--- config.mk ---
export PLATFORM = sky130hd
export DESIGN_NAME = fifo_serial_tx
export DESIGN_NICKNAME = d
export VERILOG_FILES = /design/src/rtl/fifo_serial_tx.sv
export SDC_FILE = /design/constraint.sdc
export NUM_CORES = 1
export LEC_CHECK = 0
export CORE_UTILIZATION = 46
export CTS_CLUSTER_SIZE = 25
export DETAILED_ROUTE_END_ITERATION = 8
export GPL_TIMING_DRIVEN = 0
export PLACE_DENSITY = 0.73
export SETUP_SLACK_MARGIN = 0.05
export SKIP_LAST_GASP = 1
export SLEW_MARGIN = 15
export SYNTH_ARGS = -nofsm -noshare
export SYNTH_HDL_FRONTEND = slang
export SYNTH_SLANG_ARGS = --single-unit
export TNS_END_PERCENT = 100
--- constraint.sdc ---
create_clock -name clk -period 1.6 [get_ports clk]
set_input_delay 0.48 -clock clk [delete_from_list [all_inputs] [get_ports clk]]
set_output_delay 0.48 -clock clk [all_outputs]
set_load 0.1 [all_outputs]
--- src/rtl/fifo_serial_tx.sv ---
// fifo_serial_tx
// ----------------------------------------------------------------------------
// Pops WIDTH-bit words from a first-word-fall-through FIFO and sends each one
// on a single serial line as an asynchronous frame:
//   start bit (0), WIDTH data bits LSB first, optional even-parity bit,
//   STOP_BITS stop bits (1). Every bit lasts CLKS_PER_BIT clk cycles.
//
// Optional feature macro: FIFO_SERIAL_TX_PARITY_EN
//   defined   -> a PARITY bit (XOR of the loaded word) follows the data bits
//   undefined -> data bits are followed directly by the stop bits
//
// Ports
//   clk            in   system clock, rising edge
//   res_n          in   asynchronous active-low reset
//   enable         in   permits starting new frames
//   fifo_empty     in   FIFO empty flag
//   fifo_data      in   FIFO head word (valid while fifo_empty = 0)
//   fifo_shift_out out  one-cycle pop strobe to the FIFO
//   tx             out  serial line, idle high
//   busy           out  high while a frame is in progress
//
// Handshake: the FIFO offers a word whenever fifo_empty = 0. A word is taken
// at the rising clk edge where fifo_shift_out = 1; fifo_data is captured on
// that same edge and the FIFO advances to its next word on that edge.
// fifo_shift_out is only raised when fifo_empty = 0 and res_n = 1.
//
// The FSM state is visible as the internal signal `state` (type state_t).
// ----------------------------------------------------------------------------
module fifo_serial_tx #(
  parameter int WIDTH        = 4,
  parameter int CLKS_PER_BIT = 4,
  parameter int STOP_BITS    = 1
) (
  input  logic             clk,
  input  logic             res_n,
  input  logic             enable,
  input  logic             fifo_empty,
  input  logic [WIDTH-1:0] fifo_data,
  output logic             fifo_shift_out,
  output logic             tx,
  output logic             busy
);

  localparam int BAUD_W  = $clog2(CLKS_PER_BIT);
  localparam int BIT_MAX = (WIDTH > STOP_BITS) ? WIDTH : STOP_BITS;
  localparam int BIT_W   = (BIT_MAX > 1) ? $clog2(BIT_MAX) : 1;

  localparam logic [BAUD_W-1:0] BAUD_LAST = BAUD_W'(CLKS_PER_BIT - 1);
  localparam logic [BIT_W-1:0]  DATA_LAST = BIT_W'(WIDTH - 1);
  localparam logic [BIT_W-1:0]  STOP_LAST = BIT_W'(STOP_BITS - 1);

  typedef enum logic [2:0] {
    S_IDLE   = 3'd0,
    S_START  = 3'd1,
    S_DATA   = 3'd2,
`ifdef FIFO_SERIAL_TX_PARITY_EN
    S_PARITY = 3'd3,
`endif
    S_STOP   = 3'd4
  } state_t;

  state_t             state;
  state_t             state_next;
  logic [BAUD_W-1:0]  baud;
  logic [BIT_W-1:0]   bit_cnt;
  logic [WIDTH-1:0]   shift;
  logic               bit_end;
  logic               last_stop;
  logic               pop;
`ifdef FIFO_SERIAL_TX_PARITY_EN
  logic               parity_bit;
`endif

  assign bit_end   = (baud == BAUD_LAST);
  assign last_stop = (state == S_STOP) && bit_end && (bit_cnt == STOP_LAST);

  // Gating with res_n keeps the strobe low while reset holds the FSM in IDLE.
  assign pop = res_n & enable & ~fifo_empty & ((state == S_IDLE) | last_stop);

  // State register
  always_ff @(posedge clk or negedge res_n) begin
    if (!res_n) state <= S_IDLE;
    else        state <= state_next;
  end

  // Next-state logic
  always_comb begin
    state_next = state;
    case (state)
      S_IDLE:  if (pop) state_next = S_START;
      S_START: if (bit_end) state_next = S_DATA;
      S_DATA: begin
        if (bit_end && (bit_cnt == DATA_LAST)) begin
`ifdef FIFO_SERIAL_TX_PARITY_EN
          state_next = S_PARITY;
`else
          state_next = S_STOP;
`endif
        end
      end
`ifdef FIFO_SERIAL_TX_PARITY_EN
      S_PARITY: if (bit_end) state_next = S_STOP;
`endif
      // A pop in the final stop cycle chains straight into the next frame.
      S_STOP:  if (last_stop) state_next = pop ? S_START : S_IDLE;
      default: state_next = S_IDLE;
    endcase
  end

  // Outputs (tx and busy depend only on registered state, so an async reset
  // returns the line high immediately)
  always_comb begin
    fifo_shift_out = pop;
    busy           = (state != S_IDLE);
    tx             = 1'b1;
    case (state)
      S_START:  tx = 1'b0;
      S_DATA:   tx = shift[0];
`ifdef FIFO_SERIAL_TX_PARITY_EN
      S_PARITY: tx = parity_bit;
`endif
      default:  tx = 1'b1;
    endcase
  end

  // Baud counter, bit counter and shift register
  always_ff @(posedge clk or negedge res_n) begin
    if (!res_n) begin
      baud    <= '0;
      bit_cnt <= '0;
      shift   <= '0;
`ifdef FIFO_SERIAL_TX_PARITY_EN
      parity_bit <= 1'b0;
`endif
    end else begin
      if (pop) begin
        shift <= fifo_data;
`ifdef FIFO_SERIAL_TX_PARITY_EN
        parity_bit <= ^fifo_data;
`endif
      end else if ((state == S_DATA) && bit_end) begin
        shift <= shift >> 1;
      end

      if ((state == S_IDLE) || bit_end) baud <= '0;
      else                              baud <= baud + 1'b1;

      // Bit counter restarts on every state change, so it never wraps.
      if (state != state_next)
        bit_cnt <= '0;
      else if (bit_end && ((state == S_DATA) || (state == S_STOP)))
        bit_cnt <= bit_cnt + 1'b1;
    end
  end

endmodule

Yosys cells after proc, flatten, opt, wreduce, memory -nomap -nowiden
Cells that the tools add are included.
Word-level totals
  flip-flop bits (word level): 11
  input port bits: 8
  output and inout port bits: 3
  logic and storage cells: 41
Cells by class
  add/sub/neg operators: 2
  equal/unequal tests: 6
  multiplexer cells: 12
  bitwise logic cells: 5
  reduce and logical (&&, ||, !) cells: 12
Operator list (count)
  3-bit 2-to-1 mux: 4
  3-bit one-hot mux with 4 select lines: 1
  4-bit 2-to-1 mux: 2
  2-bit 2-to-1 mux: 3
  1-bit logical AND: 5
  2-bit by 1-bit adder with 2-bit output, second input constant: 2
  2-bit equality test, second input constant: 2
  2-bit nonzero test: 2
  1-bit bitwise AND: 3
  3-bit by 1-bit equality test with 1-bit output, second input constant: 1
  3-bit by 2-bit equality test with 1-bit output, second input constant: 1
  3-bit equality test, second input constant: 1
  3-bit logical NOT: 1
  3-bit != test: 1
  3-bit nonzero test: 1
  2-bit logical NOT: 1
  1-bit logical OR: 2
  1-bit one-hot mux with 2 select lines: 1
  1-bit 2-to-1 mux: 1
  1-bit NOT: 1
  1-bit bitwise OR: 1

Logic depth before layout (Yosys ltp)
  depth in word-level cells: 10
  mapped depth: 5
  depth with buffers taken out: 5

Worst setup path after synthesis
Ideal clock, no wire load.
  path type: flip-flop to output port
  start point: reg state[1]
  end point: out tx
  arrival time: 2.956 ns
  data required time: 1.120 ns
  setup slack: -1.836 ns
  cell stages (with the launch flop): 5
  buffers on the path: 2
  path through: dfrtp_1 -> buf_2 -> clkbuf_1 -> nor3b_1 -> o21ai_0
On the way
  word-level cells in the longest chain between the ends: 2
  elaborated cells between the ends (all ways): 3
  classes of those cells: eq/ne (2); mux (1)
RTL lines
  start: declaration: RTL line 62  | state_t state;
  start signal: assignment: RTL line 83  | else state <= state_next;
  3-bit by 2-bit equality test with 1-bit output / 3-bit by 1-bit equality test with 1-bit output (equally long branches): RTL line 116  | case (state)
  1-bit one-hot mux with 2 select lines (*): RTL line 116
  end: declaration: RTL line 40  | output logic tx,
Every way passes the cells marked *; elsewhere a longest branch is shown, timed or not.

Final worst setup path
  start point: reg bit_cnt[0]
  end point: out fifo_shift_out
On the way
  word-level cells in the longest chain between the ends: 4
RTL lines
  start: declaration: RTL line 65  | logic [BIT_W-1:0] bit_cnt;
  start signal: assignment: RTL line 152  | bit_cnt <= bit_cnt + 1'b1;
  2-bit logical NOT: RTL line 75  | assign last_stop = (state == S_STOP) && bit_end && (bit_cnt == STOP_LAST);
  1-bit logical AND: RTL line 75
  1-bit bitwise OR: RTL line 78  | assign pop = res_n & enable & ~fifo_empty & ((state == S_IDLE) | last_stop);
  1-bit bitwise AND: RTL line 78
  end: declaration: RTL line 39  | output logic fifo_shift_out,
Every way passes these cells.

==> metrics.md <==
| Metric | Value |
|---|---|
| Leakage | 0.493 nW |
| Area delta synth->final | 61.1% |
| Syn avg cell area | 10.2 um^2 |
| Main synth FF type | dfrtp_1 |
| GRT met1 Usage | 31.4% |
| Gr ovfl total | 0 |
| Final nets | 112 |
| Total track usage | 25.3% |
| Outcome | finished with violations |
| Crit Path Max Fanout | 2 |
| Overall die width | 41.1 um |
| Met2 usage | 37.5% |
| Mapped Cells | 69 |
| Fin area | 1130 um^2 |
| Clk slew on worst S/H paths | 70 ps |
| Max Clk Rate | 496 MHz |
| Starting DRC count in detailed routing | 9 |
| FP Rows | 13 |
| CTS tree | done |
| Slew margin rel. | 73.5% |
| R2r startpoint | state[2] |
| Ys async rst share | 100% |
| H-tree depth | 1 |
| Slowest CP cell | dfrtp_1 |
| PwrDens | 1620 nW/um^2 |
| HPWL Detailed | 933 um |
| Synth area leaders | dfrtp_1 39%, mux2_2 8.0%, ha_1 5.3% |
| WP data required | 1120 ps |
| Effective utilization at floorplan | 51.6% |
| Number of global-route vias before repair | 543 |
| Final worst path period need | 2020 ps |
| Setup crit end kind | output port |
| Die Ht | 41.1 um |
| Die area | 1690 um^2 |
| Worst-margin pin slew | 397 ps |
| Place WS | -2160 ps |
| Clk root buf | clkbuf_4 |
| Number of max-cap violations | 0 |
| Warnings from Yosys | 0 |
| Port bufs | 10 |
| Worst R2R Path Depth | 5 |
| First-pass DRT Iterations | 4 |
| Final Slew Violations | 0 |
| Worst stage delay on the critical path | 390 ps |
| #FFs+latches synth | 11 |
| Area after DPL | 865 um^2 |
| Total Routed Length | 1790 um |
| Grt peak-use layer | met2 |
| Netlist cell types | 30 |
| Drt wl/cell | 15.6 um |
| Avg Vias per Cell | 5.53 |
| CTS sink cnt | 11 |
| Final Hold Viols | 0 |
| CP Launch Type | register |
| Met3 Use GR | 7.07% |
| Largest area contributor in the netlist | dfrtp_1 |
| Fin Setup TNS | -1350 ps |
| Post-Syn Nets | 80 |
| Hold_ws | 63.9 ps |
| Post-synth EDFFs | 0 |
| Synth top area share | 39.1% |
| Worst-path cell chain | inv_2, ha_4, a21boi_4, nor4_4, buf_6 |
| # hold bufs at CTS | 0 |
| Clock tree buffer depth | 2 |
| Fin crit share | 126% |
| Largest net degree at the start of global routing | 13 |
| First-pass GRT wire length | 2570 um |
| Clock Skew | 2.87 ps |
| HP Class | in -> async |
| Skew-Pair Late Insertion Delay | 280 ps |
| Via count | 636 |
| Final setup fails | 6 |
| Worst r2r dst | shift[2] |
| TritonCTS buffer count | 3 |
| R2R Setup Slk | -140 ps |
| Crit Path Category | reg -> out |
| Fill count | 74 |
| Antenna-violating nets left | 0 |
| Failing checks | negative setup slack |
| Diode count | 0 |
| Mapped Area | 704 um^2 |
| Crit path DAT | 1540 ps |
| IO Pins | 11 |
| Seq/Total Area, Yosys | 39.1% |
| Most frequent cells in the layout | 15 x buf_4, 10 x dfrtp_1, 4 x buf_6, 4 x clkdlybuf4s50_1 |
| DRC Markers | 0 |
| Share of cells above drive strength 1 | 50.0% |
| Most common cell after layout, fill and taps aside | buf_4 |
| Maximum vdd drop | 1080 uV |
| Buf+Inv Stages, Crit Path | 2 |
| Final WS setup | -418 ps |
| Core area | 1370 um^2 |
| Top Family by Delay on Critical Path | flip-flops |
| Initial antenna violation count | 0 |
| Placer Congestion | 0.817 |
| Total power draw | 0.00184 W |
| RSZ-0062 raised after global routing | yes |
[layout make-up]
type	count	area [um^2]	area share [%]
flip-flops and latches	11	277	24.4
multi-input cells	49	460	40.6
plain buffers	5	66.3	5.84
well taps	15	18.8	1.65
inverters	4	28.8	2.54
repair buffers	27	258	22.7
clock buffers	4	26.3	2.32
[cells by family after synthesis]
kind of cell / count (synthesis) / synth area share (%)
AO/OA/AOI/OAI: 14 / 14.2
XOR/XNOR: 2 / 2.49
adder cells (fa/ha/maj): 3 / 5.33
buffers and inverters: 9 / 6.22
flip-flops: 11 / 39.1
multiplexers: 5 / 7.99
AND/OR/NAND/NOR: 25 / 24.7
[cell usage after synthesis, types with 3 or more instances]
master,instances
dfrtp_1,11
mux2_2,5
inv_1,4
o21ai_0,4
a211oi_1,3
a21oi_1,3
ha_1,3
nand2_1,3
nand3_1,3
nor2_1,3
nor2b_1,3
[through the flow]
step                instances  util, %
finish                    115     83.1
global placement           94     63.3
CTS                       111     79.2
global route              115     83.1
detailed placement         94     63.3
floorplan                  69        -
[sequential cells by signal (all words and copies together) (netlist names)]
register and count:
baud 2, bit_cnt 2, shift 4, state 3
[metal layers]
| metal | vias to the layer above | wire length (um) |
|---|---|---|
| met5 | - | 0 |
| met4 | 0 | 59 |
| met3 | 6 | 59 |
| met2 | 17 | 903 |
| met1 | 306 | 767 |
| li1 | 307 | - |
[repair_timing]
| item | in CTS | in global routing |
|---|---|---|
| gates resized for setup | 47 | 5 |
| pin swaps | 6 | 6 |
| buffers inserted | 13 | 7 |
| endpoints found under the setup margin | 10 | 9 |
[worst max-delay path by stage]
stage / cells after the start / startpoint / slack [ps] / to
2_1_floorplan: 3 / fifo_empty / -850 / shift[1]
3_3_place_gp: 4 / res_n / -2160 / fifo_shift_out
3_5_place_dp: 4 / res_n / -2160 / fifo_shift_out
4_1_cts: 5 / state[1] / -350 / busy
5_1_grt: 5 / bit_cnt[0] / -480 / fifo_shift_out
6_report: 5 / bit_cnt[0] / -420 / fifo_shift_out
[report_power, final]
group,internal (W),leakage [nW],switching (W)
combinational,0.000606,0.337,0.000596
clock,0.0000968,0.0150,0.0000992
sequential,0.000373,0.141,0.0000690
Power figures use the tool's default switching activity.
